File: src/rtl/kpg_pkg.sv
// Shared types for the KPG serial adder: carry symbols,
// FSM state encoding and the per-bit symbol helper.
package kpg_pkg;

  typedef logic [1:0] kpg_t;

  // 2'b10 is never produced; consumers treat it as KILL
  localparam kpg_t KILL = 2'b00;
  localparam kpg_t PROP = 2'b01;
  localparam kpg_t GEN  = 2'b11;

  typedef logic [1:0] state_t;

  localparam state_t IDLE = 2'b00;
  localparam state_t RUN  = 2'b01;
  localparam state_t DONE = 2'b10;

  function automatic kpg_t kpg_of(
    input logic a,
    input logic b
  );
    kpg_t s;
    s = KILL;
    if (a & b)
      s = GEN;
    else if (a ^ b)
      s = PROP;
    return s;
  endfunction

endpackage

File: src/rtl/kpg_step.sv
// One bit-slice of the KPG adder: sum bit and next carry symbol.
// Ports: a_bit, b_bit, carry_state in; sum_bit, next_carry_state out.
module kpg_step
  import kpg_pkg::*;
(
  input  logic a_bit,
  input  logic b_bit,
  input  kpg_t carry_state,
  output logic sum_bit,
  output kpg_t next_carry_state
);

  kpg_t sym;
  logic c_in;

  // only an exact GEN counts as a carry; anything else is KILL
  assign c_in = (carry_state == GEN);
  assign sym  = kpg_of(a_bit, b_bit);

  assign sum_bit = a_bit ^ b_bit ^ c_in;

  assign next_carry_state =
    (sym == PROP) ? (c_in ? GEN : KILL) : sym;

endmodule

File: src/rtl/kpg_serial_adder.sv
// Bit-serial KPG adder, LSB first, valid/ready on both sides.
// Ports: clk, rst (async high), in_valid/in_ready/a/b/cin,
// out_valid/out_ready/sum/cout, ovf when KPG_ADD_OVF_EN is defined.
module kpg_serial_adder
  import kpg_pkg::*;
#(
  parameter int WIDTH = 8
) (
  input  logic             clk,
  input  logic             rst,
  input  logic             in_valid,
  output logic             in_ready,
  input  logic [WIDTH-1:0] a,
  input  logic [WIDTH-1:0] b,
  input  logic             cin,
  output logic             out_valid,
  input  logic             out_ready,
  output logic [WIDTH-1:0] sum,
  output logic             cout
`ifdef KPG_ADD_OVF_EN
  ,
  output logic             ovf
`endif
);

  localparam int CW = $clog2(WIDTH);
  localparam logic [CW-1:0] LAST = CW'(WIDTH - 1);

  state_t          state;
  logic [CW-1:0]   cnt;
  logic [WIDTH-1:0] a_q;
  logic [WIDTH-1:0] b_q;
  logic [WIDTH-1:0] sum_q;
  kpg_t            carry_q;

  logic            s_bit;
  kpg_t            c_next;

  kpg_step u_step (
    .a_bit            (a_q[0]),
    .b_bit            (b_q[0]),
    .carry_state      (carry_q),
    .sum_bit          (s_bit),
    .next_carry_state (c_next)
  );

  assign in_ready  = (state == IDLE);
  assign out_valid = (state == DONE);
  assign sum       = sum_q;
  assign cout      = (carry_q == GEN);

  always_ff @(posedge clk or posedge rst) begin
    if (rst) begin
      state   <= IDLE;
      cnt     <= '0;
      a_q     <= '0;
      b_q     <= '0;
      sum_q   <= '0;
      carry_q <= KILL;
    end else begin
      unique case (state)
        IDLE: begin
          if (in_valid) begin
            a_q     <= a;
            b_q     <= b;
            carry_q <= cin ? GEN : KILL;
            cnt     <= '0;
            state   <= RUN;
          end
        end
        RUN: begin
          // sum enters at the MSB so it is LSB-aligned after WIDTH shifts
          sum_q   <= {s_bit, sum_q[WIDTH-1:1]};
          a_q     <= a_q >> 1;
          b_q     <= b_q >> 1;
          carry_q <= c_next;
          if (cnt == LAST)
            state <= DONE;
          else
            cnt <= cnt + CW'(1);
        end
        DONE: begin
          if (out_ready)
            state <= IDLE;
        end
        default: state <= IDLE;
      endcase
    end
  end

`ifdef KPG_ADD_OVF_EN
  logic ovf_q;

  // on the last bit carry_q is the carry into the MSB
  always_ff @(posedge clk or posedge rst) begin
    if (rst)
      ovf_q <= 1'b0;
    else if (state == RUN && cnt == LAST)
      ovf_q <= (carry_q == GEN) ^ (c_next == GEN);
  end

  assign ovf = ovf_q;
`endif

endmodule

File: config.mk
export PLATFORM = sky130hd
export DESIGN_NAME = kpg_serial_adder
export DESIGN_NICKNAME = d
export VERILOG_FILES = /design/src/rtl/kpg_pkg.sv /design/src/rtl/kpg_step.sv /design/src/rtl/kpg_serial_adder.sv
export SDC_FILE = /design/constraint.sdc
export NUM_CORES = 1
export LEC_CHECK = 0
export BUFFER_PORTS_ARGS = -buffer_cell sky130_fd_sc_hd__buf_2
export CORE_MARGIN = 3
export CORE_UTILIZATION = 53
export CTS_CLUSTER_DIAMETER = 30
export DETAILED_ROUTE_END_ITERATION = 8
export HOLD_SLACK_MARGIN = 0.1
export PLACE_DENSITY = 0.78
export SLEW_MARGIN = 25
export SYNTH_ARGS = -nofsm -noshare
export SYNTH_HDL_FRONTEND = slang
export SYNTH_SLANG_ARGS = --single-unit
export TNS_END_PERCENT = 5
File: constraint.sdc
create_clock -name clk -period 1.6 [get_ports clk]
set_input_delay 0.32 -clock clk [delete_from_list [all_inputs] [get_ports clk]]
set_output_delay 0.32 -clock clk [all_outputs]
set_load 0.02 [all_outputs]
Word level (Yosys, flattened, before mapping):

Cells that the tools add are included.

* memories kept: 0
* word-level logic and storage cells: 42
* bits in registers: 31
* memory bits (writable): 0
* memory bits (read-only): 0
* bits in latches: 0

* div/mod/pow operators: 0
* $add $sub $neg: 1
* shift operators: 0
* magnitude comparators: 0
* bitwise logic cells: 3
* multiplexer cells: 18
* multipliers: 0
* equal/unequal tests: 9
* reductions and logical operators: 5

Operator list (count)
* $pmux 8 s2: 2
* $mux 2: 8
* $mux 8: 2
* $mux 3: 2
* $ne 2x2->1 const B: 3
* $pmux 2 s3: 1
* $pmux 3 s2: 1
* $reduce_and 3->1: 2
* $eq 2x1->1 const B: 2
* $eq 2x2->1 const B: 2
* $pmux 2 s2: 1
* $add 3x1->3 const B: 1
* $eq 3x3->1 const B: 1
* $logic_not 2->1: 1
* $ne 2x1->1 const B: 1
* $reduce_and 2->1: 1
* $reduce_bool 2->1: 1
* $xor 1x1->1: 2
* $and 1x1->1: 1
* $mux 1: 1

Depth between registers and ports, before layout:

* depth in word-level cells: 6
* gate-level depth with buffers: 4
* mapped depth without buffers: 4

Cells and area by module:

A second synthesis with hierarchy kept.

* cells, all modules: 140
* area, all modules: 1589.0 um^2

By module, submodules not included
* kpg_serial_adder: cells an instance 137, area each 1555.2 um^2, times used 1, sequential area each 775.7 um^2
* kpg_step: cells an instance 3, area each 33.8 um^2, times used 1, sequential area each 0.0 um^2

Worst setup path after synthesis:

Ideal clock, no wire load.

* path type: reg2out
* from: reg state[1]
* to: out out_valid
* arrival time: 1039 ps
* slack: 241 ps
* stages on the path, launching flop included: 4
* cell sequence: dfrtp_1 > buf_2 > buf_2 > nor2b_1

* cells in the longest elaborated chain, start to end: 1

RTL lines
* start, declared: RTL line kpg_serial_adder.sv:29 `state_t state;`
* start signal, assigned: RTL line kpg_serial_adder.sv:54 `state <= IDLE;`
* start signal, assigned: RTL line kpg_serial_adder.sv:68 `state <= RUN;`
* start signal, assigned: RTL line kpg_serial_adder.sv:78 `state <= DONE;`
* $eq 2x2->1: RTL line kpg_serial_adder.sv:48 `assign out_valid = (state == DONE);`
* end, declared: RTL line kpg_serial_adder.sv:16 `output logic out_valid,`

Every way passes these cells.

Final worst setup path:

* from: reg state[0]
* to: out in_ready

* cells in the longest elaborated chain, start to end: 1

RTL lines
* $logic_not 2->1: RTL line kpg_serial_adder.sv:47 `assign in_ready = (state == IDLE);`
* end, declared: RTL line kpg_serial_adder.sv:12 `output logic in_ready,`

Every way passes these cells.

==> impl_metrics.toml <==
[pwr]
power.leakage_nw = 0.842
p_per_area_nw_per_um2 = 1840
peakVddDrop_mv = 1.39
p_total_mw = 3.39

[cts]
numCtsBuffers = 5
cts_max_level = 2
path_clk_slew_ns = 0.08
root_buffer = "clkbuf_4"
cts_buffer_depth = 2
clock_sinks = 30
cts_tree = "yes"
clock_latency_ns = 0.32

[floorplanning]
core_area_um2 = 2610
fp.dieW_um = 59.6
ios = 32
row_count = 18
dieArea_um2 = 3550
start_util = 0.582
die_h_um = 59.6

[global_routing]
grt_pass1_wl_um = 5290
grt_max_degree = 31
grt-ovfl-total = 0
grt_usage = 0.202
grt_pass1_vias = 1195
antenna_found_initial = 0

[cells_and_area]
fillers = 206
syn_to_final_growth_pct = 20.9
multi_input_area_um2 = 648
finalCoreUtilization = 0.704
fin_nets = 196
seq_area_um2 = 753
diodes = 0
drive_above_1_share = 0.349

[hold_path]
hold_path_startpoint = "out_ready"
hold_depth = 3
hold_path_end = "state[1]$_DFFE_PP0P_"
hold_class = "input port to flop"

[drt]
drt-total-wl_um = 3100
wire_per_inst_um = 15.4
drc = 0
drt_iter0_markers = 22
dr.pass1.iters = 4
ant_nets = 0
viasPerCell = 5.91
vias = 1193

[setup_path]
startpoint_type = "flop"
crit_path_end_kind = "primary output"
r2r_start = "state[1]$_DFFE_PP0P_"
worstSetupPathType = "flop to primary output"
worst_path_most_repeated_cell = "buf_4"
cp.buffers_inverters = 2
crit_fanout = 11
max_stage_delay_ns = 0.43
critPathTopFamily = "flip-flops"
ff2ff_setup_slack_ns = 0.09
reg2reg_depth = 3
arrival_ns = 1.19
rr_endpoint = "carry_q[1]$_DFFE_PP0P_"
crit_path_start = "state[0]$_DFFE_PP0P_"
crit_required_ns = 1.28
crit_slowest_cell = "dfrtp_2"
crit_chain = "buf_4 > nor2_4 > buf_4"

[timing]
grt_setup_unrepaired = "no"
slew_viol_final = 0
hold_slack_ns = 0.246
tightestPinTransition_ns = 0.472
final-hold-violation-count = 0
fin_crit_ns = 1.51
fin_crit_sh = 0.944
setup_viol = 0
fin_tns_setup_ns = 0
skew_ns = 0.00407
fmaxAchievable_mhz = 662
relSlewSlack = 0.685

[logic_synthesis]
yosysMostFrequentCell = "dfrtp_1"
synth_edf_count = 0
yosysTopAreaCell = "dfrtp_1"
synth_nets = 160
syn_area_per_cell_um2 = 11.2
synth_cells = 136
netlist_area_um2 = 1520
synth_async_sr_flop_share = 1.00
synth_flop_cell = "dfrtp_1"
synth_area_leaders = "dfrtp_1, nor4b_1, mux2_2, inv_1, nor3b_1"
yosys_warnings = 0
ys_seq_area_frac = 0.493
ys_ff_latch = 30
yosys.cell_types.count = 29
synthTopCellsByCount = "dfrtp_1, inv_1, nor4b_1"
synth_top_area_frac = 0.493

[run_status]
status = "finished clean"

[place]
gp_congestion = 0.717
portBuffers = 31
detailed_place_hpwl_um = 2030

[flow_run]
drv_cap = 0
[how the worst max path moves through the flow]
stage / to / slack (ns) / depth (start not counted)
global route: in_ready / 0.009 / 3
floorplan: out_valid / 0.24 / 3
finish: in_ready / 0.09 / 3
global placement: cnt[0]$_DFFE_PP0P_ / 0.23 / 4
CTS: out_valid / 0.04 / 3
detailed placement: cnt[0]$_DFFE_PP0P_ / 0.18 / 4
[worst min-delay path, delay by kind of cell]
kind | cells | cell delay, ns
buffers and inverters | 2 | 0.11
AOI/OAI and AO/OA | 1 | 0.11
[layout make-up]
cell class	count	share of cell area
clock buffers	7	0.0245
inverters	18	0.0367
multi-input cells	76	0.352
flip-flops and latches	30	0.410
well taps	30	0.0204
repair buffers	41	0.156
[through the flow]
stage	std cells	setup WS (ns)	area, um^2
3_3_place_gp	189	0.233	1710
4_1_cts	200	0.0391	1820
6_report	202	0.0899	1840
5_1_grt	202	0.00931	1840
3_5_place_dp	189	0.180	1710
2_1_floorplan	136	0.241	1520
[per-layer routing]
metal  GRT usage  vias to the layer above  part of all wire
li1            -                      567                 -
met3      0.0719                        3             0.054
met4      0.0570                        0            0.0093
met1       0.250                      589              0.45
met2       0.334                       34              0.49
met5           0                        -                 0
[what timing repair did]
item | CTS | global route
endpoints found under the hold margin | 30 | 0
setup endpoints to repair | 2 | 2
pin swaps | 0 | 0
setup buffers | 2 | 2
resized for setup | 5 | 1
hold buffers | 1 | 0
gates cloned | 1 | 0
[cell families after synthesis]
kind of cell             synth area share
multiplexers                       0.0592
buffers and inverters              0.0855
AO/OA/AOI/OAI                       0.142
flip-flops                          0.493
adder cells (fa/ha/maj)            0.0296
AND/OR/NAND/NOR                     0.190
[state kept, by name, summed over array words and instances, names as in the netlist]
| signal | count |
|---|---|
| a_q | 8 |
| b_q | 8 |
| sum | 8 |
| cnt | 3 |
| state | 2 |
| carry_q | 1 |
[power by group]
group	internal [mW]	switching (mW)	leakage (nW)
Clock	0.165	0.230	0.0254
Combinational	0.810	0.829	0.468
Sequential	1.12	0.229	0.348
[layout by cell type (no fill, tap or decap)]
cell	synthesis	routed
nor4b_1	14	14
nor2_1	7	6
buf_4	0	8
a211o_1	1	1
a32o_1	1	1
buf_12	0	2
clkbuf_1	3	2
bufbuf_16	0	1
nor2_4	0	1
buf_2	7	29
o21bai_4	1	1
a221o_1	1	1
o21ba_2	1	1
a211oi_1	7	7
nand2b_1	5	5
o221ai_1	2	2
a21oi_1	1	1
inv_1	18	18
ha_1	2	2
o2bb2ai_1	1	1
nor3b_1	8	8
mux2_2	8	8
a221oi_1	6	6
o221a_2	2	2
or4b_1	2	2
nor2b_1	1	1
fa_1	1	1
and2_1	1	1
and3_1	1	1
dfrtp_1	30	28
clkbuf_4	0	5
dfrtp_2	0	2
nand3_1	2	2
dlygate4sd3_1	0	1
Power figures use the tool's default switching activity.
